--- config.mk ---
export PLATFORM = sky130hd
export DESIGN_NAME = id_ex_operand_stage
export DESIGN_NICKNAME = d
export VERILOG_FILES = /design/src/rtl/id_ex_operand_stage.sv
export SDC_FILE = /design/constraint.sdc
export NUM_CORES = 1
export LEC_CHECK = 0
export BUFFER_PORTS_ARGS = -buffer_cell sky130_fd_sc_hd__buf_2
export CORE_MARGIN = 5
export CORE_UTILIZATION = 35
export CTS_CLUSTER_SIZE = 16
export DETAILED_ROUTE_END_ITERATION = 12
export GPL_TIMING_DRIVEN = 0
export MAX_ROUTING_LAYER = met4
export PLACE_DENSITY = 0.61
export SLEW_MARGIN = 25
export SYNTH_ARGS = -nofsm -noshare
export SYNTH_HDL_FRONTEND = slang
export SYNTH_SLANG_ARGS = --single-unit
--- constraint.sdc ---
create_clock -name clk -period 6.2 [get_ports clk]
set_clock_uncertainty 0.1 [all_clocks]
set_input_delay 1.24 -clock clk [delete_from_list [all_inputs] [get_ports clk]]
set_output_delay 1.24 -clock clk [all_outputs]
set_load 0.02 [all_outputs]
--- src/rtl/id_ex_operand_stage.sv ---
// id_ex_operand_stage: ID/EX pipeline register plus EX-side operand selection.
//
// Latches the decoded instruction, resolves RAW hazards by forwarding from
// EX/MEM and MEM/WB, and drives the ALU A/B/ALUOp inputs. It detects load-use
// hazards (stall decode, insert a bubble) and kills the entering instruction
// on a branch/jump flush. A downstream stall freezes the whole stage.
//
// Build option: define EX_FORWARD_EN to enable the forwarding muxes. Without
// it the operands come straight from the latched register data, and the
// hazard rule widens so that decode stalls on any read of a register still
// being produced in EX or EX/MEM.

module id_ex_operand_stage #(
    parameter int XLEN   = 32,
    parameter int REG_AW = 5
) (
    input  logic              clk,
    input  logic              rst_n,
    input  logic              id_valid_i,
    input  logic [XLEN-1:0]   id_pc_i,
    input  logic [REG_AW-1:0] id_rs1_i,
    input  logic [REG_AW-1:0] id_rs2_i,
    input  logic [REG_AW-1:0] id_rd_i,
    input  logic [XLEN-1:0]   id_rs1_data_i,
    input  logic [XLEN-1:0]   id_rs2_data_i,
    input  logic [XLEN-1:0]   id_imm_i,
    input  logic [3:0]        id_alu_op_i,
    input  logic [1:0]        id_asel_i,
    input  logic              id_bsel_i,
    input  logic              id_reg_write_i,
    input  logic              id_mem_read_i,
    input  logic              id_mem_write_i,
    input  logic              id_uses_rs1_i,
    input  logic              id_uses_rs2_i,
    input  logic              flush_i,
    input  logic              mem_stall_i,
    input  logic [REG_AW-1:0] exmem_rd_i,
    input  logic              exmem_reg_write_i,
    input  logic [XLEN-1:0]   exmem_result_i,
    input  logic [REG_AW-1:0] memwb_rd_i,
    input  logic              memwb_reg_write_i,
    input  logic [XLEN-1:0]   memwb_result_i,
    output logic              stall_o,
    output logic              ex_valid_o,
    output logic [XLEN-1:0]   alu_a_o,
    output logic [XLEN-1:0]   alu_b_o,
    output logic [3:0]        alu_op_o,
    output logic [XLEN-1:0]   ex_store_data_o,
    output logic [REG_AW-1:0] ex_rd_o,
    output logic              ex_reg_write_o,
    output logic              ex_mem_read_o,
    output logic              ex_mem_write_o,
    output logic [XLEN-1:0]   ex_pc_o
);

    // ID/EX register fields
    logic              ex_valid_r;
    logic [XLEN-1:0]   ex_pc_r;
    logic [REG_AW-1:0] ex_rs1_r;
    logic [REG_AW-1:0] ex_rs2_r;
    logic [REG_AW-1:0] ex_rd_r;
    logic [XLEN-1:0]   ex_rs1_data_r;
    logic [XLEN-1:0]   ex_rs2_data_r;
    logic [XLEN-1:0]   ex_imm_r;
    logic [3:0]        ex_alu_op_r;
    logic [1:0]        ex_asel_r;
    logic              ex_bsel_r;
    logic              ex_reg_write_r;
    logic              ex_mem_read_r;
    logic              ex_mem_write_r;

    logic              hazard_s;
    logic              bubble_s;
    logic [XLEN-1:0]   fwd_rs1_s;
    logic [XLEN-1:0]   fwd_rs2_s;

    // Hazard detection between the decode instruction and older producers
    always_comb begin
        hazard_s = 1'b0;
`ifdef EX_FORWARD_EN
        // Only a load in EX cannot be forwarded in time.
        if (ex_valid_r && ex_mem_read_r && (ex_rd_r != {REG_AW{1'b0}}) && id_valid_i &&
            ((id_uses_rs1_i && (id_rs1_i == ex_rd_r)) ||
             (id_uses_rs2_i && (id_rs2_i == ex_rd_r)))) begin
            hazard_s = 1'b1;
        end else begin
            hazard_s = 1'b0;
        end
`else
        // No bypass: any producer still in EX or EX/MEM blocks the reader.
        // MEM/WB is covered by the write-before-read register file.
        if (id_valid_i &&
            ((ex_valid_r && ex_reg_write_r && (ex_rd_r != {REG_AW{1'b0}}) &&
              ((id_uses_rs1_i && (id_rs1_i == ex_rd_r)) ||
               (id_uses_rs2_i && (id_rs2_i == ex_rd_r)))) ||
             (exmem_reg_write_i && (exmem_rd_i != {REG_AW{1'b0}}) &&
              ((id_uses_rs1_i && (id_rs1_i == exmem_rd_i)) ||
               (id_uses_rs2_i && (id_rs2_i == exmem_rd_i)))))) begin
            hazard_s = 1'b1;
        end else begin
            hazard_s = 1'b0;
        end
`endif
    end

    // A flush or a load-use hazard turns the next load into a bubble
    always_comb begin
        if (flush_i || hazard_s) begin
            bubble_s = 1'b1;
        end else begin
            bubble_s = 1'b0;
        end
    end

    // Decode must hold while the stage is frozen or a hazard bubble goes in;
    // a flushed decode slot is being discarded anyway, so it never stalls.
    assign stall_o = rst_n & (mem_stall_i | (hazard_s & ~flush_i));

    // ID/EX pipeline register: hold on downstream stall, else bubble or latch
    always_ff @(posedge clk or negedge rst_n) begin
        if (!rst_n) begin
            ex_valid_r     <= 1'b0;
            ex_pc_r        <= {XLEN{1'b0}};
            ex_rs1_r       <= {REG_AW{1'b0}};
            ex_rs2_r       <= {REG_AW{1'b0}};
            ex_rd_r        <= {REG_AW{1'b0}};
            ex_rs1_data_r  <= {XLEN{1'b0}};
            ex_rs2_data_r  <= {XLEN{1'b0}};
            ex_imm_r       <= {XLEN{1'b0}};
            ex_alu_op_r    <= 4'b0000;
            ex_asel_r      <= 2'b00;
            ex_bsel_r      <= 1'b0;
            ex_reg_write_r <= 1'b0;
            ex_mem_read_r  <= 1'b0;
            ex_mem_write_r <= 1'b0;
        end else if (mem_stall_i) begin
            ex_valid_r     <= ex_valid_r;
        end else if (bubble_s) begin
            ex_valid_r     <= 1'b0;
            ex_pc_r        <= {XLEN{1'b0}};
            ex_rs1_r       <= {REG_AW{1'b0}};
            ex_rs2_r       <= {REG_AW{1'b0}};
            ex_rd_r        <= {REG_AW{1'b0}};
            ex_rs1_data_r  <= {XLEN{1'b0}};
            ex_rs2_data_r  <= {XLEN{1'b0}};
            ex_imm_r       <= {XLEN{1'b0}};
            ex_alu_op_r    <= 4'b0000;
            ex_asel_r      <= 2'b00;
            ex_bsel_r      <= 1'b0;
            ex_reg_write_r <= 1'b0;
            ex_mem_read_r  <= 1'b0;
            ex_mem_write_r <= 1'b0;
        end else begin
            ex_valid_r     <= id_valid_i;
            ex_pc_r        <= id_pc_i;
            ex_rs1_r       <= id_rs1_i;
            ex_rs2_r       <= id_rs2_i;
            ex_rd_r        <= id_rd_i;
            ex_rs1_data_r  <= id_rs1_data_i;
            ex_rs2_data_r  <= id_rs2_data_i;
            ex_imm_r       <= id_imm_i;
            ex_alu_op_r    <= id_alu_op_i;
            ex_asel_r      <= id_asel_i;
            ex_bsel_r      <= id_bsel_i;
            ex_reg_write_r <= id_reg_write_i;
            ex_mem_read_r  <= id_mem_read_i;
            ex_mem_write_r <= id_mem_write_i;
        end
    end

`ifdef EX_FORWARD_EN
    // rs1 bypass: youngest producer (EX/MEM) wins, x0 never forwarded
    always_comb begin
        if (exmem_reg_write_i && (exmem_rd_i != {REG_AW{1'b0}}) && (exmem_rd_i == ex_rs1_r)) begin
            fwd_rs1_s = exmem_result_i;
        end else if (memwb_reg_write_i && (memwb_rd_i != {REG_AW{1'b0}}) && (memwb_rd_i == ex_rs1_r)) begin
            fwd_rs1_s = memwb_result_i;
        end else begin
            fwd_rs1_s = ex_rs1_data_r;
        end
    end

    // rs2 bypass: same priority as rs1
    always_comb begin
        if (exmem_reg_write_i && (exmem_rd_i != {REG_AW{1'b0}}) && (exmem_rd_i == ex_rs2_r)) begin
            fwd_rs2_s = exmem_result_i;
        end else if (memwb_reg_write_i && (memwb_rd_i != {REG_AW{1'b0}}) && (memwb_rd_i == ex_rs2_r)) begin
            fwd_rs2_s = memwb_result_i;
        end else begin
            fwd_rs2_s = ex_rs2_data_r;
        end
    end
`else
    // Without bypass the hazard logic guarantees the latched data is current
    always_comb begin
        fwd_rs1_s = ex_rs1_data_r;
        fwd_rs2_s = ex_rs2_data_r;
    end

    // Sources that only matter to the bypass network
    logic unused_fwd_s;
    assign unused_fwd_s = ^{ex_rs1_r, ex_rs2_r, exmem_result_i,
                            memwb_rd_i, memwb_reg_write_i, memwb_result_i};
`endif

    // ALU A operand source select; the reserved encoding reads as zero
    always_comb begin
        case (ex_asel_r)
            2'b00:   alu_a_o = fwd_rs1_s;
            2'b01:   alu_a_o = ex_pc_r;
            2'b10:   alu_a_o = {XLEN{1'b0}};
            default: alu_a_o = {XLEN{1'b0}};
        endcase
    end

    // ALU B operand source select
    always_comb begin
        if (ex_bsel_r) begin
            alu_b_o = ex_imm_r;
        end else begin
            alu_b_o = fwd_rs2_s;
        end
    end

    assign ex_store_data_o = fwd_rs2_s;
    assign ex_valid_o      = ex_valid_r;
    assign alu_op_o        = ex_alu_op_r;
    assign ex_rd_o         = ex_rd_r;
    assign ex_reg_write_o  = ex_reg_write_r;
    assign ex_mem_read_o   = ex_mem_read_r;
    assign ex_mem_write_o  = ex_mem_write_r;
    assign ex_pc_o         = ex_pc_r;

endmodule

==> impl_metrics.py <==
metrics = {
    "setup_path": {
        "worstPathMaxFanout": 10,
        "end_kind": "primary output",
        "r2r_cells": 6,
        "critPathKind": "in -> out",
        "startpoint_type": "input pin",
        "required_ns": 4.86,
        "r2r_start": "ex_rd_o[4]",
        "rr_endpoint": "ex_pc_o[18]",
        "arrival_ns": 3.09,
        "reg2reg_slack_ns": 3.84,
    },
    "pwr": {
        "finalPower_w": 0.00291,
        "leakage_nw": 4.72,
        "p_per_area_nw_per_um2": 279,
        "irDropWorstVdd_v": 0.000177,
    },
    "floorplanning": {
        "die-width_um": 160,
        "initial_core_util_pct": 35.8,
        "row_count": 54,
        "chipHeight_um": 160,
        "die_area_um2": 25600,
        "coreArea_um2": 22000,
        "ios": 378,
    },
    "clock_tree": {
        "clock_path_buffers": 2,
        "cts_setup_buffers": 0,
        "clk_latency_ns": 0.42,
        "cts_max_level": 4,
        "cts.clk_slew.worst_paths_ns": 0.05,
        "cts_tree": "done",
        "cts.sinks": 144,
        "ctsResizeCount": 0,
        "numCtsBuffers": 17,
        "postCtsHoldBufs": 0,
        "cts-root-buf": "clkbuf_16",
    },
    "synthesis": {
        "yosysSeqAreaShare_pct": 45.8,
        "syn-cell-area_um2": 7870,
        "synth.net_count": 1033,
        "ys_types": 25,
        "synth_enable_flop_cells": 0,
        "ys_ff_latch": 144,
        "async_reset_ff_share_pct": 100,
        "synth_cells": 797,
        "synth_ff_type": "dfrtp_1",
        "ys_warn_count": 0,
        "avgSynthCellArea_um2": 9.88,
    },
    "final_layout": {
        "final_cells": 1422,
        "drive_gt1_share_pct": 38.9,
        "fill_cells": 2093,
        "layout_common_cells": "buf_2 (308), a32oi_1 (145), nand2_1 (144), dfrtp_1 (144), o21ai_0 (93)",
        "area_growth_pct": 32.1,
        "nets": 1360,
        "mostFrequentLayoutCell": "buf_2",
        "final-seq-area_um2": 3600,
        "multiInputGateArea_um2": 3820,
    },
    "min_path": {
        "holdPathEnd": "ex_imm_r[27]",
        "whs_path_depth": 2,
        "min_from": "ex_imm_r[27]",
        "hold_class": "reg -> reg",
    },
    "route": {
        "via_per_inst": 5.64,
        "antenna_left": 0,
        "drt_pass1_iterations": 5,
        "wirelength_um": 30100,
        "wire_per_inst_um": 21.1,
        "vias": 8024,
        "drt_iter0_markers": 754,
        "drc": 0,
    },
    "sta": {
        "tns_ns": 0,
        "period_minus_slack_ns": 4.43,
        "hold_violations": 0,
        "rsz0062_at_grt": "false",
        "setup_viol": 0,
        "timing.hold.ws_ns": 0.390,
        "period_share_pct": 71.5,
        "relSlewSlack_pct": 47.2,
        "drv_slew": 0,
        "fmax_mhz": 226,
        "tightest_slew_ns": 0.792,
    },
    "global_routing": {
        "antenna_found_initial": 5,
        "grt_max_degree": 77,
        "grt_pass1_wl_um": 46700,
        "grt_pass1_vias": 8019,
        "grt-ovfl-total": 0,
        "grt_usage_pct": 23.4,
    },
    "status": {
        "status": "finished, final reports clean",
    },
    "place": {
        "dpl.hpwl_um": 22000,
        "place.gp.congestion": 0.845,
        "place_inst": 1385,
        "io_buffer_count": 307,
    },
    "run": {
        "cap_viol_max_count": 0,
    },
}
==> power breakdown <==
group          switching, W  internal, W
registers         0.0000790      0.00104
clock network      0.000416     0.000639
logic              0.000463     0.000269
==> worst max path at each step <==
stage | slack (ns) | cells past startpoint | from | end
2_1_floorplan | 2.35 | 6 | id_rs2_i[4] | stall_o
3_3_place_gp | 0.34 | 4 | rst_n | stall_o
3_5_place_dp | 1.80 | 8 | id_rs1_i[4] | stall_o
4_1_cts | 1.80 | 8 | id_rs1_i[4] | stall_o
5_1_grt | 1.65 | 8 | id_rs1_i[4] | stall_o
6_report | 1.77 | 8 | id_rs2_i[4] | stall_o
==> Yosys cell counts, types with 2 or more instances <==
master	instances	share of area [%]
nand2_1	144	6.9
o21ai_0	93	5.9
mux2_2	32	4.6
clkbuf_2	9	0.57
buf_2	2	0.13
xnor2_1	4	0.45
xor2_1	16	1.8
a32oi_1	145	16
and2_1	2	0.16
clkbuf_1	72	3.4
nor2_1	33	1.6
buf_12	5	1.3
nor4_1	4	0.32
o21ai_2	51	5.7
dfrtp_1	144	46
mux2i_1	32	4.1
==> through the flow <==
stage	area [um2]	util, %	setup WS, ns
floorplan	7870	-	2.35
finish	10400	47.4	1.77
global placement	9760	44.4	0.343
CTS	10400	47.3	1.80
global route	10400	47.3	1.65
detailed placement	9800	44.6	1.80
==> registers in the layout, summed over array words and instances (netlist names) <==
register         cells
ex_rd_o              5
ex_mem_read_o        1
ex_pc_o             32
ex_asel_r            2
ex_reg_write_o       1
ex_imm_r            32
alu_op_o             4
ex_bsel_r            1
ex_store_data_o     32
ex_mem_write_o       1
ex_valid_o           1
ex_rs1_data_r       32
==> metal layers <==
metal  global-route usage, %  share of wire, %  wire, um  vias to the layer above
met3                    4.41               5.5      1640                       58
met5                       -                 0         0                        -
li1                        -                 -         -                     3696
met1                    30.8                44     13300                     3927
met4                    8.68               2.7       820                        0
met2                    36.1                48     14300                      343
==> layout make-up <==
class,count,share of cell area (%)
buffer,89,4.24
clock buffer,20,4.30
inverter,1,0.0361
clock inverter,11,1.35
tap,280,3.37
timing repair buffer,308,15.1
multi-input combinational,563,36.8
antenna,6,0.144
sequential,144,34.7
==> kinds of logic after synthesis <==
group / share of synthesized area, %
AO/OA/AOI/OAI: 28.5
XOR/XNOR: 2.23
buffers and inverters: 5.64
flip-flops: 45.8
multiplexers: 8.65
AND/OR/NAND/NOR: 9.25
==> worst max-delay path, cell delays in order <==
cell,delay (ns)
buf_2,0.12
xor2_1,0.15
nor4_1,0.28
a32oi_1,0.20
o22ai_4,0.49
buf_8,0.25
a22o_1,0.14
buf_2,0.19
(Power assumes the default switching activity.)
